### src/rtl/uart_stream_bridge.sv
`default_nettype none
// uart_stream_bridge: 8N1 serial pins <-> 8-bit valid/ready byte streams, with a small RX byte FIFO.
// Revision 1.0
module uart_stream_bridge #(
  parameter int CLK_DIV       = 417,
  parameter int RX_FIFO_DEPTH = 4
) (
  input  logic       clk_48mhz,
  input  logic       resetn,
  input  logic       ser_tx,
  output logic       ser_rx,
  output logic [7:0] rx_data,
  output logic       rx_valid,
  input  logic       rx_ready,
  input  logic [7:0] tx_data,
  input  logic       tx_valid,
  output logic       tx_ready,
  output logic       frame_err,
  output logic       overrun
);

  localparam int CW = $clog2(CLK_DIV + 1);
  localparam int AW = $clog2(RX_FIFO_DEPTH);
  localparam logic [CW-1:0] BIT_CNT  = CW'(CLK_DIV);
  localparam logic [CW-1:0] HALF_CNT = CW'(CLK_DIV / 2);
  localparam logic [CW-1:0] ONE_CNT  = CW'(1);
  localparam logic [AW:0]   FULL_CNT = (AW + 1)'(RX_FIFO_DEPTH);

  typedef enum logic [2:0] {RX_IDLE, RX_START, RX_DATA, RX_STOP, RX_BREAK} rx_state_t;
  typedef enum logic [1:0] {TX_IDLE, TX_START, TX_DATA, TX_STOP} tx_state_t;

  logic          sync_meta, sync_rx;
  rx_state_t     rx_state;
  logic [CW-1:0] rx_cnt;
  logic [2:0]    rx_idx;
  logic [7:0]    rx_shift;
  logic [7:0]    mem [RX_FIFO_DEPTH];
  logic [AW-1:0] wr_ptr, rd_ptr;
  logic [AW:0]   count;
  tx_state_t     tx_state;
  logic [CW-1:0] tx_cnt;
  logic [2:0]    tx_idx;
  logic [7:0]    tx_shift;

  // A counter "reaches 0" on the cycle it would decrement from 1, so each bit lasts exactly CLK_DIV cycles.
  logic rx_tick, tx_tick, full, pop, push;
  assign rx_tick  = (rx_cnt == ONE_CNT);
  assign tx_tick  = (tx_cnt == ONE_CNT);
  assign full     = (count == FULL_CNT);
  assign rx_valid = (count != '0);
  assign rx_data  = mem[rd_ptr];
  assign pop      = rx_valid && rx_ready;
  assign push     = (rx_state == RX_STOP) && rx_tick && sync_rx && (!full || pop);

  always_ff @(posedge clk_48mhz or negedge resetn) begin
    if (!resetn) begin
      sync_meta <= 1'b1;
      sync_rx   <= 1'b1;
    end else begin
      sync_meta <= ser_tx;
      sync_rx   <= sync_meta;
    end
  end

  always_ff @(posedge clk_48mhz or negedge resetn) begin
    if (!resetn) begin
      rx_state  <= RX_IDLE;
      rx_cnt    <= '0;
      rx_idx    <= '0;
      rx_shift  <= '0;
      frame_err <= 1'b0;
      overrun   <= 1'b0;
    end else begin
      frame_err <= 1'b0;
      overrun   <= 1'b0;
      case (rx_state)
        RX_IDLE: begin
          if (!sync_rx) begin
            rx_cnt   <= HALF_CNT;
            rx_state <= RX_START;
          end
        end
        RX_START: begin
          if (rx_tick) begin
            if (sync_rx) begin
              rx_state <= RX_IDLE;
            end else begin
              rx_cnt   <= BIT_CNT;
              rx_idx   <= '0;
              rx_state <= RX_DATA;
            end
          end else begin
            rx_cnt <= rx_cnt - ONE_CNT;
          end
        end
        RX_DATA: begin
          if (rx_tick) begin
            rx_shift <= {sync_rx, rx_shift[7:1]};
            rx_cnt   <= BIT_CNT;
            rx_idx   <= rx_idx + 3'd1;
            if (rx_idx == 3'd7) rx_state <= RX_STOP;
          end else begin
            rx_cnt <= rx_cnt - ONE_CNT;
          end
        end
        RX_STOP: begin
          if (rx_tick) begin
            if (sync_rx) begin
              rx_state <= RX_IDLE;
              if (!push) overrun <= 1'b1;
            end else begin
              frame_err <= 1'b1;
              rx_state  <= RX_BREAK;
            end
          end else begin
            rx_cnt <= rx_cnt - ONE_CNT;
          end
        end
        RX_BREAK: begin
          if (sync_rx) rx_state <= RX_IDLE;
        end
        default: rx_state <= RX_IDLE;
      endcase
    end
  end

  always_ff @(posedge clk_48mhz or negedge resetn) begin
    if (!resetn) begin
      for (int i = 0; i < RX_FIFO_DEPTH; i++) mem[i] <= '0;
      wr_ptr <= '0;
      rd_ptr <= '0;
      count  <= '0;
    end else begin
      if (push) begin
        mem[wr_ptr] <= rx_shift;
        wr_ptr      <= wr_ptr + 1'b1;
      end
      if (pop) rd_ptr <= rd_ptr + 1'b1;
      case ({push, pop})
        2'b10:   count <= count + 1'b1;
        2'b01:   count <= count - 1'b1;
        default: count <= count;
      endcase
    end
  end

  always_ff @(posedge clk_48mhz or negedge resetn) begin
    if (!resetn) begin
      tx_state <= TX_IDLE;
      tx_cnt   <= '0;
      tx_idx   <= '0;
      tx_shift <= '0;
      ser_rx   <= 1'b1;
      tx_ready <= 1'b1;
    end else begin
      case (tx_state)
        TX_IDLE: begin
          if (tx_valid && tx_ready) begin
            tx_shift <= tx_data;
            ser_rx   <= 1'b0;
            tx_cnt   <= BIT_CNT;
            tx_ready <= 1'b0;
            tx_state <= TX_START;
          end
        end
        TX_START: begin
          if (tx_tick) begin
            ser_rx   <= tx_shift[0];
            tx_cnt   <= BIT_CNT;
            tx_idx   <= '0;
            tx_state <= TX_DATA;
          end else begin
            tx_cnt <= tx_cnt - ONE_CNT;
          end
        end
        TX_DATA: begin
          if (tx_tick) begin
            tx_cnt <= BIT_CNT;
            if (tx_idx == 3'd7) begin
              ser_rx   <= 1'b1;
              tx_state <= TX_STOP;
            end else begin
              ser_rx   <= tx_shift[1];
              tx_shift <= {1'b0, tx_shift[7:1]};
              tx_idx   <= tx_idx + 3'd1;
            end
          end else begin
            tx_cnt <= tx_cnt - ONE_CNT;
          end
        end
        TX_STOP: begin
          if (tx_tick) begin
            tx_ready <= 1'b1;
            tx_state <= TX_IDLE;
          end else begin
            tx_cnt <= tx_cnt - ONE_CNT;
          end
        end
        default: tx_state <= TX_IDLE;
      endcase
    end
  end

endmodule
`default_nettype wire

### config.mk
export PLATFORM = sky130hd
export DESIGN_NAME = uart_stream_bridge
export DESIGN_NICKNAME = d
export VERILOG_FILES = /design/src/rtl/uart_stream_bridge.sv
export SDC_FILE = /design/constraint.sdc
export NUM_CORES = 1
export LEC_CHECK = 0
export ABC_AREA = 1
export CORE_UTILIZATION = 50
export CTS_BUF_LIST = sky130_fd_sc_hd__clkbuf_2
export DETAILED_ROUTE_END_ITERATION = 16
export GPL_TIMING_DRIVEN = 0
export PLACE_DENSITY = 0.77
export SYNTH_ARGS = -nofsm -noshare
export SYNTH_HDL_FRONTEND = slang
export SYNTH_SLANG_ARGS = --single-unit
export TNS_END_PERCENT = 20
### constraint.sdc
create_clock -name clk_48mhz -period 2.8 [get_ports clk_48mhz]
set_input_delay 0.56 -clock clk_48mhz [delete_from_list [all_inputs] [get_ports clk_48mhz]]
set_output_delay 0.56 -clock clk_48mhz [all_outputs]
set_load 0.02 [all_outputs]
==> results.md <==
- The core box area is 8891 um^2.
- The number of nets handed over by synthesis was 585.
- Wires add up to 9273 um.
- The layout filler cell count is 771.
- Once layout is complete, the utilization of the core stands at 0.5853.
- Entering global routing, the biggest net connects 74 pins.
- The detailed router finished its first iteration with 172 violations.
- IR analysis of the VDD net gives a maximum drop of 0.3041 mV.
- The share of flip-flops with an asynchronous set or reset is 1.000.
- The number of top-level design ports is 26.
- The fraction of power consumed by sequential logic is 0.417.
- The number of buffers and inverters on the critical path is 3.
- The synthesized cell area is 4671 um^2.
- Derived from the worst setup path, the maximum achievable clock frequency is 388.8 MHz.
- The smallest clock period supported by the final layout is computed as 2572 ps.
- After detailed routing, the average wire length per cell comes to 13.15 um.
- STA puts the critical path data arrival time at 2010 ps.
- The startpoint type of the worst setup path is a flop.
- The total grt overflow is 0.
- The floorplan step defined a die boundary enclosing 9732 um^2.
- TritonCTS built the clock tree.
- The number of clock buffers added by TritonCTS is 9.
- The worst slew margin relative to its limit is 0.7178.
- The via count of the first global-routing pass is 3847.
- Leaving out filler cells and counting taps, the final layout contains 705.
- From bottom edge to top edge, the die measures 98.65 um.
- After detailed routing, the number of remaining DRC violations is 0.
- The power spent charging and discharging nets is 1.703 mW.
- For this configuration, the core starts out at a cell density of 0.5253.
- The path class of the tightest hold or removal check is in2async.
- The count of unique library cells instantiated by Yosys is 37.
- The number of antenna violations at the first check in global routing is 1.
- The critical path class is reg2out.
- The max-slew violation count was 0.
- The largest total area in the synthesized netlist belongs to sky130_fd_sc_hd__dfrtp_1.
- Broken down by cell family, the worst path's largest delay share belongs to buffers and inverters.
- The final count of hold timing violations came to 0.
- The maximum fanout along the worst path is 10.
- By count the netlist is led by 99 x sky130_fd_sc_hd__nand2_1, 86 x sky130_fd_sc_hd__dfrtp_1, 86 x sky130_fd_sc_hd__nor2_1.
- At the pin with the least slew margin, the transition time is 423.3 ps.
- The total leakage power is 2.679 nW.
- The required time at the endpoint of the critical path is 2240 ps.
- In this run, synthesis produced a sequential element count of 90.
- The startpoint identified for the worst register-to-register timing path is rx_cnt[1].
- Among all cell types in the netlist, the one instantiated most often is sky130_fd_sc_hd__nand2_1.
- The H-tree was split into 3 levels.
- Synthesis produced a netlist whose cell count is 554.
- The slowest stage cell on the critical path is sky130_fd_sc_hd__dfrtp_2.
- In this run the clock root is driven by a sky130_fd_sc_hd__clkbuf_2.
- The number of sinks on the clock net is 90.
- The count of nets left with antenna violations after detail routing is 0.
- In this run the core area contains 34 standard-cell rows.
- During placement, the flow inserted port buffers numbering 25.
- The share of total power dissipated in the clock network is 0.163.
- The deepest clock path buffer count is 2.
- The clock edge transition at the registers on the reported setup and hold paths is 290 ps.
- The sequential standard cell area is 2258 um^2.
- The area share of the largest cell type after synthesis is 0.4608.
- The global-route total usage across every layer is 0.2151.
- The critical path goes through inv_2, buf_2, nor2_1, o22ai_1, dlygate4sd2_1.
- The run finished with clean final reports.
- The number of nets in the layout is 622.
- Of the total power, the share spent switching nets is 0.4320.
- Compared with the post-synthesis result, the final layout area differs by 11.41%.
- Setup violations remaining at the end of the flow were counted as 0.
- The internal power of the cells totals 2.239 mW.
- The synthesized design contains 0 enable-type register cells.
- The sequential share of the synthesized area is 0.4833.
- The origin of the worst setup path is rd_ptr[0].
- The endpoint type of the worst setup path is a primary output.
- Setup repair after global routing left no endpoint under its margin.
- The largest stage delay on the critical path is 500 ps.
- The detailed router placed 3786 vias in this run.
- The count of synthesis-stage warnings from yosys is 0.
- The post-detailed-route via-to-cell ratio is 5.370.
- The first-pass iteration count of the detailed router is 4.
- Once detailed placement completed, the half-perimeter wirelength came to 6830 um.
- The multi-input combinational cells in the finished layout cover a total of 2069 um^2.
- In this run the horizontal extent of the chip is 98.65 um.
- The count of placed standard cells including taps is 688.
- The main flop type after synthesis is sky130_fd_sc_hd__dfrtp_1.
- Dividing total power by cell area gives a power density of 757.6 nW/um^2.
- Of the cells placed in the final design, the portion with a size suffix greater than 1 is 0.1007.
- The share of total power dissipated in combinational logic is 0.420.
- The first global-routing pass estimated 16860 um of wire.
- The ratio of final minimum period to clock period is 0.9187.
- At the end of routability-driven placement, the weighted congestion stood at 0.8935.
- By area the synthesized netlist is led by sky130_fd_sc_hd__dfrtp_1 46%, sky130_fd_sc_hd__nand2_1 8.0%, sky130_fd_sc_hd__nor2_1 6.9%.
- The clock skew is 39.83 ps.
- The mean post-synth cell area is 8.431 um^2.
- The max capacitance violation total is 0.
- For the worst-skew pair, the clock arrives at the later sink with an insertion delay of 560 ps.
metal layers:
layer | track usage | vias up | part of all wire
met1 | 0.2779 | 1805 | 0.45
met5 | 0 | - | 0
met3 | 0.03050 | 17 | 0.039
li1 | - | 1878 | -
met4 | 0.09070 | 0 | 0.018
met2 | 0.3651 | 86 | 0.49
area by class of cell:
| class | instances | share of cell area |
|---|---|---|
| Buffer | 12 | 0.01972 |
| Timing Repair Buffer | 28 | 0.05434 |
| Clock buffer | 9 | 0.008656 |
| Multi-Input combinational cell | 387 | 0.3977 |
| Antenna cell | 1 | 0.0004809 |
| Sequential cell | 90 | 0.4340 |
| Inverter | 63 | 0.04544 |
| Tap cell | 108 | 0.02597 |
| Clock inverter | 7 | 0.01371 |
worst reg2reg max path, cell delays in order (launching register included):
cell and delay, ps:
sky130_fd_sc_hd__dfrtp_1 420, sky130_fd_sc_hd__inv_1 100, sky130_fd_sc_hd__ha_1 180, sky130_fd_sc_hd__nand2_1 70
sky130_fd_sc_hd__nor2_2 170, sky130_fd_sc_hd__nand2_1 120, sky130_fd_sc_hd__nor2_1 150, sky130_fd_sc_hd__nand2_1 100
sky130_fd_sc_hd__nand2_1 140, sky130_fd_sc_hd__inv_1 70, sky130_fd_sc_hd__fa_1 420, sky130_fd_sc_hd__inv_1 100
sky130_fd_sc_hd__nand3_1 80, sky130_fd_sc_hd__nand3_1 80, sky130_fd_sc_hd__nand2_1 50, sky130_fd_sc_hd__inv_1 50
stage by stage:
| stage | area (um^2) | setup slack [ps] | setup TNS [ps] | power, mW | hold WS, ps |
|---|---|---|---|---|---|
| global route | 5204 | 39.67 | 0 | 4.283 | 340.4 |
| floorplan | 4671 | 770.5 | 0 | 2.841 | 264.4 |
| global placement | 5056 | -2079 | -182140 | 3.304 | 345.3 |
| detailed placement | 5081 | 122.3 | 0 | 3.366 | 349.3 |
| finish | 5204 | 227.7 | 0 | 3.942 | 357.2 |
| CTS | 5194 | 112.1 | 0 | 3.957 | 329.2 |
kinds of logic after synthesis:
group	count (synthesis)	synth area share
xor+xnor	9	0.01688
mux	6	0.01286
compound gates	123	0.1401
buf+inv	77	0.07367
flops	90	0.4833
fa+ha+maj	18	0.04983
simple gates	231	0.2234
final timing paths:
| check | slack (ps) | end | depth (start not counted) |
|---|---|---|---|
| setup / recovery | 230 | rx_data[2] | 5 |
| hold / removal | 360 | count[2] | 2 |
| setup reg to reg | 500 | count[2] | 15 |
| hold reg to reg | 380 | sync_rx | 0 |
| max in group asynchronous | 1780 | rd_ptr[0] | 3 |
| min in group clk_48mhz | 380 | sync_rx | 0 |
power groups by stage:
stage	registers, mW	logic [mW]	clock network, mW
after global routing	1.68	1.89	0.714
after detailed placement	1.63	1.73	0
after global placement	1.62	1.68	0
final	1.65	1.66	0.642
after CTS	1.66	1.64	0.662
after floorplan	1.61	1.23	0
layout by cell type, fill, tap and decap left out, drive strengths merged, types with 2 or more instances in the layout:
cell | netlist | final
nand2 | 101 | 101
nor2 | 94 | 94
o22ai | 8 | 8
clkinv | 0 | 2
dfrtp | 86 | 86
dlygate4sd2 | 0 | 8
dfstp | 4 | 4
clkdlybuf4s50 | 0 | 16
buf | 8 | 12
o31ai | 2 | 2
nand3 | 25 | 25
clkbuf | 6 | 12
a21oi | 39 | 39
a32o | 2 | 2
o21ai | 68 | 68
xor2 | 9 | 9
a22oi | 2 | 2
inv | 63 | 66
clkinvlp | 0 | 2
ha | 17 | 17
nor3 | 5 | 5
nand3b | 3 | 3
nand4 | 2 | 2
mux2i | 6 | 6
flip-flops by register name, indices dropped and copies added (netlist names), 2 cells and up:
register and cells:
count 3, mem 32, rd_ptr 2, rx_cnt 9, rx_idx 3, rx_shift 8, rx_state 3, tx_cnt 9
tx_idx 3, tx_shift 8, tx_state 2, wr_ptr 2
what timing repair did:
item,in CTS,in global routing
endpoints found under the hold margin,15,0
hold buffers,1,0
endpoints found under the setup margin,8,3
resized for setup,13,1
buffers inserted,0,1
Power figures use the tool's default switching activity.
